==> src/rtl/level_sequencer_pkg.sv <==
// Shared types and constants for the level sequencer: FSM state encoding,
// level range, and datapath widths.
package level_sequencer_pkg;

  typedef enum logic [2:0] {
    S_IDLE    = 3'd0,
    S_ARM     = 3'd1,
    S_PLAY    = 3'd2,
    S_ADVANCE = 3'd3,
    S_WIN     = 3'd4,
    S_LOSE    = 3'd5
  } state_t;

  localparam int LEVEL_W = 3;
  localparam int SCORE_W = 8;

  localparam logic [LEVEL_W-1:0] MIN_LEVEL = 3'd1;
  localparam logic [LEVEL_W-1:0] MAX_LEVEL = 3'd5;

  // Score sticks at all-ones instead of wrapping.
  function automatic logic [SCORE_W-1:0] sat_inc(input logic [SCORE_W-1:0] v);
    return (v == '1) ? v : v + SCORE_W'(1);
  endfunction

endpackage

==> src/rtl/level_sequencer_tick_gen.sv <==
// Prescaler: while clr is low, emits a one-cycle registered tick on the
// TICK_DIV-th cycle after clr drops, then every TICK_DIV cycles.
module tick_gen #(
  parameter int TICK_DIV = 50000000
) (
  input  logic clk,
  input  logic rst,
  input  logic clr,
  output logic tick
);

  localparam int CW = $clog2(TICK_DIV);
  localparam logic [CW-1:0] LAST = CW'(TICK_DIV - 1);
  localparam logic [CW-1:0] PRE  = CW'(TICK_DIV - 2);

  logic [CW-1:0] r_cnt;
  logic          r_tick;

  // Tick is registered, so it is raised one count early to land on the
  // TICK_DIV-th cycle.
  always_ff @(posedge clk) begin
    if (rst || clr) begin
      r_cnt  <= '0;
      r_tick <= 1'b0;
    end else begin
      r_cnt  <= (r_cnt == LAST) ? '0 : r_cnt + CW'(1);
      r_tick <= (r_cnt == PRE);
    end
  end

  assign tick = r_tick;

endmodule

==> src/rtl/level_sequencer.sv <==
// Game level sequencer: walks levels 1..5 on player hits, spends lives on
// timeouts, and drives enable/clear/tick to the external level counter.
module level_sequencer
  import level_sequencer_pkg::*;
#(
  parameter int TICK_DIV       = 50000000,
  parameter int HITS_PER_LEVEL = 4,
  parameter int LIVES          = 3
) (
  input  logic               clk,
  input  logic               rst,
  input  logic               start,
  input  logic               hit,
  input  logic               timeout,
  output logic [LEVEL_W-1:0] cur_level,
  output logic               cnt_enable,
  output logic               cnt_tick,
  output logic               cnt_rst_n,
  output logic [1:0]         lives_left,
  output logic [SCORE_W-1:0] score,
  output logic               game_over,
  output logic               win,
  output state_t             dbg_state
);

  localparam logic [3:0] HITS_LAST  = 4'(HITS_PER_LEVEL - 1);
  localparam logic [1:0] LIVES_INIT = 2'(LIVES);

  state_t             r_state;
  logic [LEVEL_W-1:0] r_level;
  logic [SCORE_W-1:0] r_score;
  logic [1:0]         r_lives;
  logic [3:0]         r_hits;
  logic               r_en;
  logic               r_rst_n;
  logic               r_game_over;
  logic               r_win;

  logic w_play_exit;
  logic w_clr;
  logic w_tick;

  // Prescaler runs only while PLAY continues into the next cycle, so its
  // registered tick can never show up outside PLAY.
  assign w_play_exit = hit ? (r_hits == HITS_LAST) : timeout;
  assign w_clr       = (r_state != S_PLAY) || w_play_exit;

  tick_gen #(.TICK_DIV(TICK_DIV)) u_tick_gen (
    .clk  (clk),
    .rst  (rst),
    .clr  (w_clr),
    .tick (w_tick)
  );

  always_ff @(posedge clk) begin
    if (rst) begin
      r_state     <= S_IDLE;
      r_level     <= MIN_LEVEL;
      r_score     <= '0;
      r_lives     <= '0;
      r_hits      <= '0;
      r_en        <= 1'b0;
      r_rst_n     <= 1'b0;
      r_game_over <= 1'b0;
      r_win       <= 1'b0;
    end else begin
      case (r_state)
        S_IDLE, S_WIN, S_LOSE: begin
          if (start) begin
            r_state     <= S_ARM;
            r_level     <= MIN_LEVEL;
            r_score     <= '0;
            r_lives     <= LIVES_INIT;
            r_hits      <= '0;
            r_en        <= 1'b0;
            r_rst_n     <= 1'b0;
            r_game_over <= 1'b0;
            r_win       <= 1'b0;
          end
        end
        S_ARM: begin
          r_state <= S_PLAY;
          r_en    <= 1'b1;
          r_rst_n <= 1'b1;
        end
        S_PLAY: begin
          // A simultaneous timeout is dropped in favour of the hit.
          if (hit) begin
            r_score <= sat_inc(r_score);
            r_hits  <= r_hits + 4'd1;
            if (r_hits == HITS_LAST) begin
              r_en    <= 1'b0;
              r_rst_n <= 1'b0;
              if (r_level == MAX_LEVEL) begin
                r_state     <= S_WIN;
                r_game_over <= 1'b1;
                r_win       <= 1'b1;
              end else begin
                r_state <= S_ADVANCE;
              end
            end
          end else if (timeout) begin
            r_lives <= r_lives - 2'd1;
            r_en    <= 1'b0;
            r_rst_n <= 1'b0;
            if (r_lives == 2'd1) begin
              r_state     <= S_LOSE;
              r_game_over <= 1'b1;
            end else begin
              r_state <= S_ARM;
            end
          end
        end
        S_ADVANCE: begin
          if (r_level < MAX_LEVEL) r_level <= r_level + 3'd1;
          r_hits  <= '0;
          r_state <= S_ARM;
        end
        default: begin
          r_state <= S_IDLE;
          r_en    <= 1'b0;
          r_rst_n <= 1'b0;
        end
      endcase
    end
  end

  assign cur_level  = r_level;
  assign cnt_enable = r_en;
  assign cnt_tick   = w_tick;
  assign cnt_rst_n  = r_rst_n;
  assign lives_left = r_lives;
  assign score      = r_score;
  assign game_over  = r_game_over;
  assign win        = r_win;
  assign dbg_state  = r_state;

endmodule

==> config.mk <==
export PLATFORM = sky130hd
export DESIGN_NAME = level_sequencer
export DESIGN_NICKNAME = d
export VERILOG_FILES = /design/src/rtl/level_sequencer_pkg.sv /design/src/rtl/level_sequencer_tick_gen.sv /design/src/rtl/level_sequencer.sv
export SDC_FILE = /design/constraint.sdc
export NUM_CORES = 1
export LEC_CHECK = 0
export ABC_AREA = 1
export CAP_MARGIN = 25
export CORE_ASPECT_RATIO = 0.75
export CORE_MARGIN = 1
export CORE_UTILIZATION = 46
export DETAILED_ROUTE_END_ITERATION = 8
export HOLD_SLACK_MARGIN = 0.12
export PLACE_DENSITY = 0.67
export SLEW_MARGIN = 20
export SYNTH_ARGS = -nofsm -noshare
export SYNTH_HDL_FRONTEND = slang
export SYNTH_SLANG_ARGS = --single-unit
==> constraint.sdc <==
create_clock -name clk -period 1.7 [get_ports clk]
set_clock_uncertainty 0.15 [all_clocks]
set_input_delay 0.17 -clock clk [delete_from_list [all_inputs] [get_ports clk]]
set_output_delay 0.17 -clock clk [all_outputs]
set_load 0.005 [all_outputs]
# --- Yosys cells after proc, flatten, opt, wreduce, memory -nomap -nowiden ---
# Index checks and enable logic that the tools add are counted.
totals:
  inputBits: 5
  out_inout_bits: 21
  elab_cells: 91
  regBits: 50
classes:
  bitwise: 1
  eq_ne: 24
  n_reduce_logical: 16
  n_mux: 34
  n_lt_le_gt_ge: 1
  add_sub_neg: 5
op_table:
  columns: ["operator", "n"]
  rows:
  - ["26-bit == test, second input constant", 2]
  - ["26-bit by 1-bit adder with 26-bit output, second input constant", 1]
  - ["8-bit two-way mux", 3]
  - ["3-bit two-way mux", 7]
  - ["2-bit inequality test, second input constant", 8]
  - ["8-bit case mux with 2 select lines", 1]
  - ["3-bit inequality test, second input constant", 4]
  - ["3-bit case mux with 4 select lines", 1]
  - ["4-bit case mux with 3 select lines", 1]
  - ["4-bit AND reduction", 3]
  - ["1-bit two-way mux", 11]
  - ["3-bit == test, second input constant", 3]
  - ["3-bit AND reduction", 3]
  - ["8-bit by 1-bit adder with 8-bit output, second input constant", 1]
  - ["8-bit == test, second input constant", 1]
  - ["4-bit two-way mux", 2]
  - ["3-bit by 2-bit == test with 1-bit output, second input constant", 2]
  - ["2-bit two-way mux", 3]
  - ["3-bit case mux with 2 select lines", 1]
  - ["6-bit AND reduction", 1]
  - ["5-bit AND reduction", 1]
  - ["4-bit by 1-bit adder with 4-bit output, second input constant", 1]
  - ["4-bit by 2-bit == test with 1-bit output, second input constant", 1]
  - ["1-bit case mux with 2 select lines", 2]
  - ["15 further kinds", 17]

# --- Longest topological paths before layout ---
# Gate-level depths: netlist (run 1).
logic_depth:
  ltp_word: 5
  depth_mapped: 11
  mapped_depth_nobuf: 10

# --- By module ---
# A second synthesis (run 1) with hierarchy kept.
unflattened:
  hier_cells: 430
  hier_area_um2: 2817.7
modules_own_cells:
  columns: ["mod", "seq_area_each_um2", "area_each_um2", "n_inst", "cells_per_inst"]
  rows:
  - ["tick_gen", 540.5, 1476.4, 1, 229]
  - ["level_sequencer", 460.4, 1341.3, 1, 201]

# --- Worst setup path before layout (run 1) ---
# No wires, ideal clock.
synth_timing:
  kind: "register to register"
  start: "register u_tick_gen.r_cnt[0]"
  end: "register u_tick_gen.r_cnt[12]"
  required_ns: 1.435
  slack_ns: 0.096
  setup_ns: 0.115
  n_path_buf: 1
  synth_period_minus_slack_ns: 1.604
  arrival_time_ns: 1.339
  stages_incl_launch_ff: 10
  path_cell_list: "dfxtp_1 -> ha_1 -> inv_1 -> nor2_4 -> inv_2 -> nor2_1 -> nand3_1 -> nand2_2 -> buf_6 -> nor2_1"
synth_between:
  elab_chain_cells: 2
  elab_cells_between_ends: 3
  cone_classes: "add/sub (1); eq/ne (1); reduce/logical (1)"
synth_rtl:
  columns: ["element", "line_no", "text"]
  rows:
  - ["start, declared", "level_sequencer_tick_gen.sv:16", "logic [CW-1:0] r_cnt;"]
  - ["start signal, assigned", "level_sequencer_tick_gen.sv:26", "r_cnt <= (r_cnt == LAST) ? '0 : r_cnt + CW'(1);"]
  - ["parallel branches: the longest is 2 deep, another holds 26-bit by 1-bit adder with 26-bit output", null, null]
# Parallel ways; which one is timed is not known.
# A chain may end at the register's enable or synchronous reset.

# --- Worst setup path in the final report (run 1) ---
layout_timing:
  start: "register r_score[3], in the netlist score[3]"
  end: "output port score[3]"
layout_lines:
  columns: ["element", "line_no", "text"]
  rows:
  - ["start, declared", "level_sequencer.sv:31", "logic [SCORE_W-1:0] r_score;"]
  - ["start signal, assigned", "level_sequencer.sv:89", "r_score <= sat_inc(r_score);"]
  - ["end, declared", "level_sequencer.sv:20", "output logic [SCORE_W-1:0] score,"]
# No word-level cell between the ends.

==> results.cfg, run 1 <==
[status]
run_status = finished, final reports clean

[layout]
area_taken_by_multi_input_logic_gates_um2 = 1718
fillCellCount = 593
register_area_um2 = 1005
layout-drive-gt1-share_pct = 14.20
core_occupancy_in_the_finished_layout_pct = 59.59
fin_nets = 511
final_cell_count_without_fillers = 578
antenna_cells_inserted = 0
layout_overhead_on_the_synthesized_area_pct = 21.47

[logic_synthesis]
syn-instance-count = 451
synth.cell_area_um2 = 2932
mappedNetlistNets = 463
synth_sequential_area_ratio_pct = 34.14
synth_enable_flop_cells = 0
asyncSetResetFlopFracSynth_pct = 0
synthesis.area_per_instance_um2 = 6.500
synth-warning-count = 0
synth.distinct_cells = 30
synth.ff_latch_count = 50
commonest_register_cell_after_synthesis = sky130_fd_sc_hd__dfxtp_1

[timing]
hold_viol_final = 0
grt_setup_unrepaired = no
drv_slew = 0
timing.fmax_mhz = 619.6
slew_headroom_pct = 73.65
finalWorstSetupSlack_ns = 0.08618
fin_crit_sh_pct = 94.93
setup_violations = 0
layout_min_cycle_time_ns = 1.614
tightest_slew_ns = 0.3949

[power_and_ir_drop]
total_switching_power_mw = 1.329
power.sequential.fraction_pct = 39.0
p_sw_share_pct = 37.31
total_leakage_power_nw = 1.262
power_frac_comb_pct = 40.6
design_power_total_mw = 3.561
peakVddDrop_mv = 0.4645
power_density_nw_per_um2 = 999.9
cell_internal_pwr_mw = 2.232
clockPowerShare_pct = 20.4

[routing]
vias = 2912
wire_length_per_cell_um = 11.94
drt-total-wl_um = 6899
avgViaCountPerCell = 5.038
drcViolationCount = 0
number_of_violations_reported_at_the_end_of_detailed_routing_iteration_0 = 154
count_of_nets_left_with_antenna_violations_after_detail_routing = 0
detail_route.first_pass.iterations = 5

[setup_path]
criticalPathCategory = reg -> out
timing.rr.end = u_tick_gen.r_cnt[15]$_SDFF_PP0_
critical_path_depth = 2
r2r_start = u_tick_gen.r_cnt[1]$_SDFF_PP0_
critical_path.max_fanout = 6
critPathCaptureType = primary output
worst-endpoint-arrival_ns = 1.29
family_of_cells_with_the_greatest_summed_delay_on_the_critical_path = buffers and inverters
critical_path.max_stage_delay_ns = 0.51
critical_path.cell_chain = buf_4 -> clkdlybuf4s50_1
timing.critical_path.slowest_stage_cell = sky130_fd_sc_hd__clkdlybuf4s50_1
worst-path-buf-inv = 2
timing.reg2reg.worst_path_depth = 9
critical_path.endpoint = score[3]
critPathLaunch = score[3]$_SDFFE_PP0P_
worst_setup_path_start_kind = flop
setup.reg_to_reg.worst_slack_ns = 0.09
worstPathRequired_ns = 1.38

[grt]
overflow = 0
grt_pass1_wl_um = 11610
global_route.usage.met1_pct = 34.63
antenna_violations_before_repair = 0
busiest_layer = met1
maximum_number_of_pins_on_one_net_before_global_route_repair = 15
grt_pass1_vias = 2508
grt_use_met3_pct = 4.946
globalRouteTotalUtil_pct = 22.01
global_routing_usage_on_met2_pct = 29.39

[placement]
portBuffers = 25
placed_cells = 568
place.detailed.hpwl_um = 5391
gpl.final_weighted_congestion = 0.8593
place_worst_setup_slack_ns = -0.06005

[min_path]
hp-class = reg -> reg

[cts]
clock_tree.buffer_depth = 2
clkLatencyLatePin_ns = 0.30
worst_setup_hold_path_clk_slew_ns = 0.09
cts_sinks = 50
cts_buffers = 5
cts_max_level = 2
root_buffer = sky130_fd_sc_hd__clkbuf_8
tritoncts = done

[floorplan]
die_height_um = 71.14
floorplan.rows = 24
floorplan.io_pins = 26
die_area_um2 = 6699
placeableCoreArea_um2 = 5976
fp.dieW_um = 94.18
initial_core_util_pct = 49.06

[run]
cap_violations = 0
==> synthesized netlist by cell type (all sizes together), types with 2 or more instances <==
master,instances,area [µm²]
nand3,38,217.7
inv,48,180.2
o21ai,8,40.03
nand2,132,508.0
clkbuf,2,7.510
xor2,5,43.79
xnor2,8,70.07
nand3b,7,65.06
dfxtp,50,1001
nand4,10,62.56
a21oi,24,135.1
nor2,96,400.4
ha,7,87.58
nor3,4,20.02
buf,6,53.79
or2,4,25.03
==> routing by layer <==
layer,wire length [µm],up-vias
li1,-,1517
met2,2621,89
met3,494,6
met1,3709,1300
met4,74,0
met5,0,-
==> layout by cell type, fill, tap and decap left out, drive strengths merged <==
cell           synthesis  final
a21oi                 24     24
xnor2                  8      8
clkinvlp               0      2
nand3b                 7      7
clkinv                 0      1
dfxtp                 50     50
clkbuf                 2      7
xor2                   5      5
nor2                  96     96
o21ai                  8      8
o211ai                 1      1
nand2                132    132
or2                    4      4
nand4                 10     10
buf                    6     23
inv                   48     47
clkdlybuf4s50          0     25
and2                   1      1
nor3                   4      4
nand3                 38     38
ha                     7      7
==> flip-flops by register name, summed over array words and instances (netlist names) <==
register / cells
cnt_rst_n: 1
dbg_state: 3
r_hits: 4
lives_left: 2
score: 8
u_tick_gen.r_cnt: 26
cur_level: 3
game_over: 1
win: 1
u_tick_gen.tick: 1
==> cell type report <==
cell class / count / share of cell area [%]
multi-input cells: 345 / 48.24
inverters: 48 / 5.165
clock buffers: 7 / 2.424
well taps: 78 / 2.741
clock inverters: 1 / 0.1405
flip-flops and latches: 50 / 28.21
repair buffers: 48 / 12.93
repair inverters: 1 / 0.1405
==> cell families (layout without fill, tap and decap cells) <==
logic type	count (synthesis)	count (layout)	synth area share [%]
fa+ha+maj	7	7	2.987
compound gates	33	33	6.231
simple gates	292	292	44.52
flops	50	50	34.14
buf+inv	56	105	8.237
xor+xnor	13	13	3.884
==> power by group through the flow <==
stage	Combinational [mW]	Sequential (mW)	Clock, mW
CTS	1.38	1.39	0.745
global placement	1.36	1.41	0
detailed placement	1.37	1.42	0
floorplan	0.892	1.42	0
global route	1.64	1.41	0.782
finish	1.44	1.39	0.726
==> worst min-delay path, cell delays in order, from the launching register on <==
cell and delay (ns):
sky130_fd_sc_hd__dfxtp_1 0.32, sky130_fd_sc_hd__inv_1 0.04, sky130_fd_sc_hd__a21oi_1 0.05
==> repair_timing <==
| item | 4_1_cts | 5_1_grt |
|---|---|---|
| hold endpoints to repair | 0 | 0 |
| gates resized for setup | 0 | 12 |
| hold buffers | 0 | 0 |
| buffers inserted | 0 | 1 |
| setup endpoints to repair | 0 | 32 |
==> worst min-delay path by stage <==
stage	start	end	depth (start not counted)
4_1_cts	game_over$_SDFFE_PP0P_	game_over$_SDFFE_PP0P_	2
6_report	game_over$_SDFFE_PP0P_	game_over$_SDFFE_PP0P_	2
2_1_floorplan	rst	r_hits[0]$_SDFFE_PP0P_	1
3_3_place_gp	game_over$_SDFFE_PP0P_	game_over$_SDFFE_PP0P_	2
5_1_grt	game_over$_SDFFE_PP0P_	game_over$_SDFFE_PP0P_	2
3_5_place_dp	game_over$_SDFFE_PP0P_	game_over$_SDFFE_PP0P_	2
==> through the flow <==
stage / hold slack, ns / area [µm²] / setup TNS [ns]
3_3_place_gp: 0.2908 / 3408 / -0.1694
3_5_place_dp: 0.2984 / 3408 / -1.012
5_1_grt: 0.3228 / 3561 / 0
6_report: 0.3025 / 3561 / 0
4_1_cts: 0.3117 / 3500 / 0
2_1_floorplan: 0.08907 / 2932 / 0
No activity file was read; power rests on OpenSTA's default activity.
==> inputs of run 2 (changes only) <==
Settings changed: CTS_BUF_LIST set to sky130_fd_sc_hd__clkbuf_16.
==> run 2 against run 1 <==
  * Sequential power hardly changed
  * Combinational power hardly changed
  * Clock power is 32% higher
  * Total power is 6.7% higher
  * Setup slack better by 0.0032 ns
  * Via count is 0.72% higher
  * Routed wire length is 1.0% higher
  * Utilization is 0.75 points higher
==> results.cfg, run 2 (synthesis results as in run 1) <==
[placement]
dpl_cell_area_um2 = 3408
place.detailed.hpwl_um = 5391
place_worst_setup_slack_ns = -0.06005
gpl.final_weighted_congestion = 0.8593
portBuffers = 25

[routing]
vias = 2933
number_of_violations_reported_at_the_end_of_detailed_routing_iteration_0 = 184
wire_length_per_cell_um = 12.06
drt-total-wl_um = 6968
count_of_nets_left_with_antenna_violations_after_detail_routing = 0
avgViaCountPerCell = 5.074
detail_route.first_pass.iterations = 5
drcViolationCount = 0

[timing]
setup_violations = 0
finalWorstSetupSlack_ns = 0.08941
timing.fmax_mhz = 620.9
slew_headroom_pct = 74.77
hold_viol_final = 0
drv_slew = 0
tightest_slew_ns = 0.3781
layout_min_cycle_time_ns = 1.611
fin_crit_sh_pct = 94.74

[min_path]
min_from = game_over$_SDFFE_PP0P_
worstHoldEndpoint = game_over$_SDFFE_PP0P_
hp-class = reg -> reg
holdPathStages = 2

[layout]
area_taken_by_multi_input_logic_gates_um2 = 1717
core_occupancy_in_the_finished_layout_pct = 60.34
largest_register_ffs = 26
antenna_cells_inserted = 0
fin_nets = 511
layout-drive-gt1-share_pct = 14.00
register_area_um2 = 1005
layout_commonest_cell = sky130_fd_sc_hd__nand2_1
fillCellCount = 595
regMostFlops = u_tick_gen.r_cnt
finalInstanceArea_um2 = 3606
layout_overhead_on_the_synthesized_area_pct = 23.00
final_cell_mix = sky130_fd_sc_hd__nand2_1, sky130_fd_sc_hd__nor2_1, sky130_fd_sc_hd__dfxtp_1, sky130_fd_sc_hd__inv_1, sky130_fd_sc_hd__nand3_1

[cts]
cts_sinks = 50
cts-hold-fix-buffers = 0
clock_tree.buffer_depth = 2
root_buffer = sky130_fd_sc_hd__clkbuf_16
cts_buffers = 5
cts_max_level = 2
worst_setup_hold_path_clk_slew_ns = 0.07
tritoncts = done
clkLatencyLatePin_ns = 0.29

[power_and_ir_drop]
total_leakage_power_nw = 1.286
power_density_nw_per_um2 = 1053
peakVddDrop_mv = 0.4894

[floorplan]
floorplan.rows = 24
floorplan.io_pins = 26
initial_core_util_pct = 49.06
die_height_um = 71.14
die_area_um2 = 6699
fp.dieW_um = 94.18
placeableCoreArea_um2 = 5976

[setup_path]
worstPathRequired_ns = 1.72
critical_path.cell_chain = ha_1 -> inv_1 -> nor2_4 -> inv_2 -> nor2_2 -> nand3_1 -> nand2_2 -> buf_12 -> a21oi_1
setup.reg_to_reg.worst_slack_ns = 0.09
worst-path-buf-inv = 3
critical_path.max_fanout = 12
critical_path_depth = 9
timing.critical_path.slowest_stage_cell = sky130_fd_sc_hd__dfxtp_1
family_of_cells_with_the_greatest_summed_delay_on_the_critical_path = simple AND/OR/NAND/NOR gates
worst-endpoint-arrival_ns = 1.63
critPathCaptureType = flop
timing.reg2reg.worst_path_depth = 9
worst_setup_path_start_kind = flop
critical_path.max_stage_delay_ns = 0.34
r2r_start = u_tick_gen.r_cnt[1]$_SDFF_PP0_
criticalPathCategory = reg -> reg
timing.rr.end = u_tick_gen.r_cnt[10]$_SDFF_PP0_

[grt]
grt_pass1_wl_um = 11650
overflow = 0
antenna_violations_before_repair = 0
globalRouteTotalUtil_pct = 22.12
maximum_number_of_pins_on_one_net_before_global_route_repair = 15
grt_pass1_vias = 2495

[status]
run_status = finished, final reports clean

[run]
cap_violations = 0
==> run 2: cell count changes in the layout (fill, tap and decap cells not counted), sizes merged <==
cell / delta
inv: +1
clkbuf: -2
clkinv: +1
==> run 2: timing repair <==
action / CTS / global route
endpoints found under the setup margin: 0 / 31
setup buffers: 0 / 1
resized for setup: 0 / 12
==> run 2: how the worst max path moves through the flow <==
stage | startpoint | endpoint | slack [ns]
finish | u_tick_gen.r_cnt[1]$_SDFF_PP0_ | u_tick_gen.r_cnt[10]$_SDFF_PP0_ | 0.09
global route | dbg_state[2]$_SDFFE_PP0P_ | u_tick_gen.r_cnt[10]$_SDFF_PP0_ | -0.001
CTS | u_tick_gen.r_cnt[1]$_SDFF_PP0_ | u_tick_gen.r_cnt[24]$_SDFF_PP0_ | 0.01
detailed placement | hit | u_tick_gen.r_cnt[7]$_SDFF_PP0_ | -0.06
global placement | hit | u_tick_gen.r_cnt[12]$_SDFF_PP0_ | -0.02
floorplan | u_tick_gen.r_cnt[0]$_SDFF_PP0_ | u_tick_gen.r_cnt[12]$_SDFF_PP0_ | 0.1
==> run 2: cell type report <==
class | instances | share of cell area, %
Multi-Input combinational cell | 345 | 47.61
Sequential cell | 50 | 27.86
Timing Repair Buffer | 48 | 12.77
Inverter | 48 | 5.101
Clock buffer | 5 | 3.470
Tap cell | 78 | 2.706
Clock inverter | 3 | 0.3470
Timing Repair inverter | 1 | 0.1388
==> run 2: layer usage <==
layer | track usage [%] | share of wire, % | up-vias
li1 | - | - | 1519
met1 | 34.96 | 53 | 1336
met2 | 29.47 | 39 | 76
met3 | 5.484 | 6.9 | 2
met4 | 4.615 | 0.55 | 0
met5 | 0 | 0 | -
==> run 2: power breakdown <==
group	switching, mW	leakage, nW	total (mW)	internal [mW]
clock	0.422	0.0724	0.955	0.533
sequential	0.103	0.406	1.39	1.29
combinational	0.836	0.807	1.45	0.617
total	1.36	1.29	3.80	2.44
==> run 2: stage by stage <==
step	hold slack, ns	TNS (ns)	power, mW	instances
floorplan	0.08907	0	2.316	451
global placement	0.2908	-0.1694	2.769	568
detailed placement	0.2984	-1.012	2.783	568
CTS	0.3075	0	3.742	576
global route	0.3184	-0.001324	4.078	578
finish	0.2996	0	3.799	578
==> run 2: worst register-to-register path, delay by kind of cell, from the launching register on <==
family,cells,cell delay [ns]
and+or+nand+nor,4,0.51
DFF,1,0.34
buffers and inverters,3,0.27
adders and majority gates,1,0.17
AOI/OAI and AO/OA,1,0.05
==> inputs of run 3 (changes only) <==
Settings changed: ABC_AREA 1 to unset, CTS_BUF_LIST sky130_fd_sc_hd__clkbuf_16 to sky130_fd_sc_hd__clkbuf_8.
==> run 3 against run 2 <==
  * The flow now finishes with violations (setup timing)
  * Largest cell class unchanged
  * Critical path depth shrank 5
  * Highest routed layer unchanged
  * Setup slack got worse by 0.31 ns
  * Synthesized cell count shrank 33%
==> results.cfg, run 3 <==
[timing]
fin_crit_sh_pct = 113.0
timing.fmax_mhz = 520.7
grt_setup_unrepaired = yes
hold_viol_final = 0
setup_violations = 25
drv_slew = 0
layout_min_cycle_time_ns = 1.921
tightest_slew_ns = 0.3158
finalWorstSetupSlack_ns = -0.2206
hold_slack_ns = 0.3351
slew_headroom_pct = 78.77

[routing]
number_of_violations_reported_at_the_end_of_detailed_routing_iteration_0 = 195
drcViolationCount = 0
detail_route.first_pass.iterations = 5
drt-total-wl_um = 8418
count_of_nets_left_with_antenna_violations_after_detail_routing = 0
avgViaCountPerCell = 5.848
wire_length_per_cell_um = 17.08
vias = 2883

[logic_synthesis]
yosysTopAreaCell = sky130_fd_sc_hd__dfxtp_1
syn-instance-count = 302
synth_largest_type_area_fraction_pct = 38.54
commonest_register_cell_after_synthesis = sky130_fd_sc_hd__dfxtp_1
synth_sequential_area_ratio_pct = 38.54
synth.ff_latch_count = 50
synth_enable_flop_cells = 0
synthesis.area_per_instance_um2 = 8.601
synth-warning-count = 0
synth.most_common_cell = sky130_fd_sc_hd__dfxtp_1
mappedNetlistNets = 314
netlist_top_cells_count = sky130_fd_sc_hd__dfxtp_1, sky130_fd_sc_hd__nor2_1, sky130_fd_sc_hd__nor3_1
asyncSetResetFlopFracSynth_pct = 0
synth_area_leaders = sky130_fd_sc_hd__dfxtp_1, sky130_fd_sc_hd__a211oi_1, sky130_fd_sc_hd__ha_1
synth.cell_area_um2 = 2597
synth.distinct_cells = 53

[setup_path]
criticalPathCategory = reg -> reg
worst-endpoint-arrival_ns = 2.00
worst_setup_path_start_kind = flop
critical_path.max_fanout = 5
critPathCaptureType = flop
worstPathRequired_ns = 1.78
timing.reg2reg.worst_path_depth = 4

[layout]
fillCellCount = 377
layout-drive-gt1-share_pct = 45.69
layout_commonest_cell = sky130_fd_sc_hd__buf_4
area_taken_by_multi_input_logic_gates_um2 = 1793
largest_register_ffs = 26
layout_overhead_on_the_synthesized_area_pct = 59.01
fin_nets = 429
regMostFlops = u_tick_gen.r_cnt
register_area_um2 = 1051
final_cell_mix = sky130_fd_sc_hd__buf_4, sky130_fd_sc_hd__clkdlybuf4s50_1, sky130_fd_sc_hd__dfxtp_1, sky130_fd_sc_hd__dfxtp_2
antenna_cells_inserted = 0

[cts]
worst_setup_hold_path_clk_slew_ns = 0.10
root_buffer = sky130_fd_sc_hd__clkbuf_8
clock_tree.buffer_depth = 2
cts_max_level = 2
clkLatencyLatePin_ns = 0.31
cts_sinks = 50
tritoncts = done
cts_buffers = 5

[power_and_ir_drop]
total_leakage_power_nw = 1.501
peakVddDrop_mv = 0.6646
power_density_nw_per_um2 = 857.8
design_power_total_mw = 3.543

[floorplan]
die_height_um = 67.08
fp.dieW_um = 88.77
floorplan.io_pins = 26
die_area_um2 = 5954
placeableCoreArea_um2 = 5381
initial_core_util_pct = 48.27
floorplan.rows = 23

[min_path]
hp-class = in -> reg
holdPathStages = 5

[grt]
globalRouteTotalUtil_pct = 27.17
overflow = 0
grt_pass1_wl_um = 12240
grt_pass1_vias = 2521
maximum_number_of_pins_on_one_net_before_global_route_repair = 16
antenna_violations_before_repair = 0

[status]
run_status = complete, but fails checks
violations = setup timing

[placement]
portBuffers = 25
place_worst_setup_slack_ns = -0.2476
place.detailed.hpwl_um = 5234
gpl.final_weighted_congestion = 0.8783

[run]
cap_violations = 0
## run 3: cell types whose count changed in the layout (fill, tap and decap cells not counted), sizes merged, moves of 13 or more
| cell | before | now |
|---|---|---|
| nand3 | 38 | 14 |
| or3 | 0 | 13 |
| nor3 | 4 | 17 |
| nand2 | 132 | 15 |
| a211oi | 0 | 16 |
| buf | 23 | 99 |
| inv | 48 | 14 |
| a21oi | 24 | 11 |
| nor2 | 96 | 18 |
## run 3: worst paths after layout
check | slack, ns | end | from
hold / removal | 0.34 | score[0]$_SDFFE_PP0P_ | hit
setup reg to reg | -0.22 | u_tick_gen.r_cnt[23]$_SDFF_PP0_ | u_tick_gen.r_cnt[7]$_SDFF_PP0_
hold reg to reg | 0.34 | r_hits[1]$_SDFFE_PP0P_ | r_hits[1]$_SDFFE_PP0P_
setup / recovery | -0.22 | u_tick_gen.r_cnt[23]$_SDFF_PP0_ | u_tick_gen.r_cnt[7]$_SDFF_PP0_
## run 3: timing repair
item	CTS	global route
pin swaps	15	12
setup endpoints to repair	33	41
hold buffers	0	0
gates resized for setup	32	50
gates cloned	1	1
buffers inserted	10	9
## run 3: through the flow
| step | utilization (%) | setup TNS [ns] | std cells | cell area (µm²) |
|---|---|---|---|---|
| after CTS | 71.54 | -1.720 | 483 | 3850 |
| after floorplan | - | -1.403 | 302 | 2755 |
| after detailed placement | 66.19 | -6.034 | 464 | 3562 |
| final | 76.75 | -2.450 | 493 | 4130 |
| after global placement | 66.19 | -5.555 | 464 | 3562 |
| after global routing | 76.75 | -4.290 | 493 | 4130 |
## run 3: worst max-delay path: stages, from the launching register on
cell                       delay, ns
sky130_fd_sc_hd__dfxtp_4        0.38
sky130_fd_sc_hd__nand4_4        0.12
sky130_fd_sc_hd__or4_4          0.53
sky130_fd_sc_hd__or4_4          0.44
sky130_fd_sc_hd__a211oi_2       0.21
## run 3: final cells by class
type / count / area share, %
Multi-Input combinational cell: 224 / 43.41
Timing Repair Buffer: 124 / 25.60
Sequential cell: 50 / 25.45
Tap cell: 75 / 2.272
Clock buffer: 6 / 1.999
Inverter: 12 / 1.091
Clock inverter: 2 / 0.1818
## run 3: logic make-up (layout without fill, tap and decap cells)
kind of cell / count (synthesis) / after routing / share of synthesized area (%)
AOI/OAI and AO/OA: 70 / 71 / 18.88
muxes: 2 / 2 / 0.8189
xor gates and xnor gates: 13 / 13 / 4.383
buffers and inverters: 29 / 144 / 4.480
DFF: 50 / 50 / 38.54
adders and majority gates: 7 / 7 / 3.372
and+or+nand+nor: 131 / 131 / 29.53
## run 3: per-layer routing
metal	wire, µm	GRT usage, %
met1	3999	40.33
met2	3853	39.71
met3	467	4.089
met4	97	8.468
met5	0	0
## run 3: report_power, final
part | switching, mW | internal [mW]
Combinational | 0.705 | 0.754
Clock | 0.416 | 0.322
Sequential | 0.0827 | 1.26
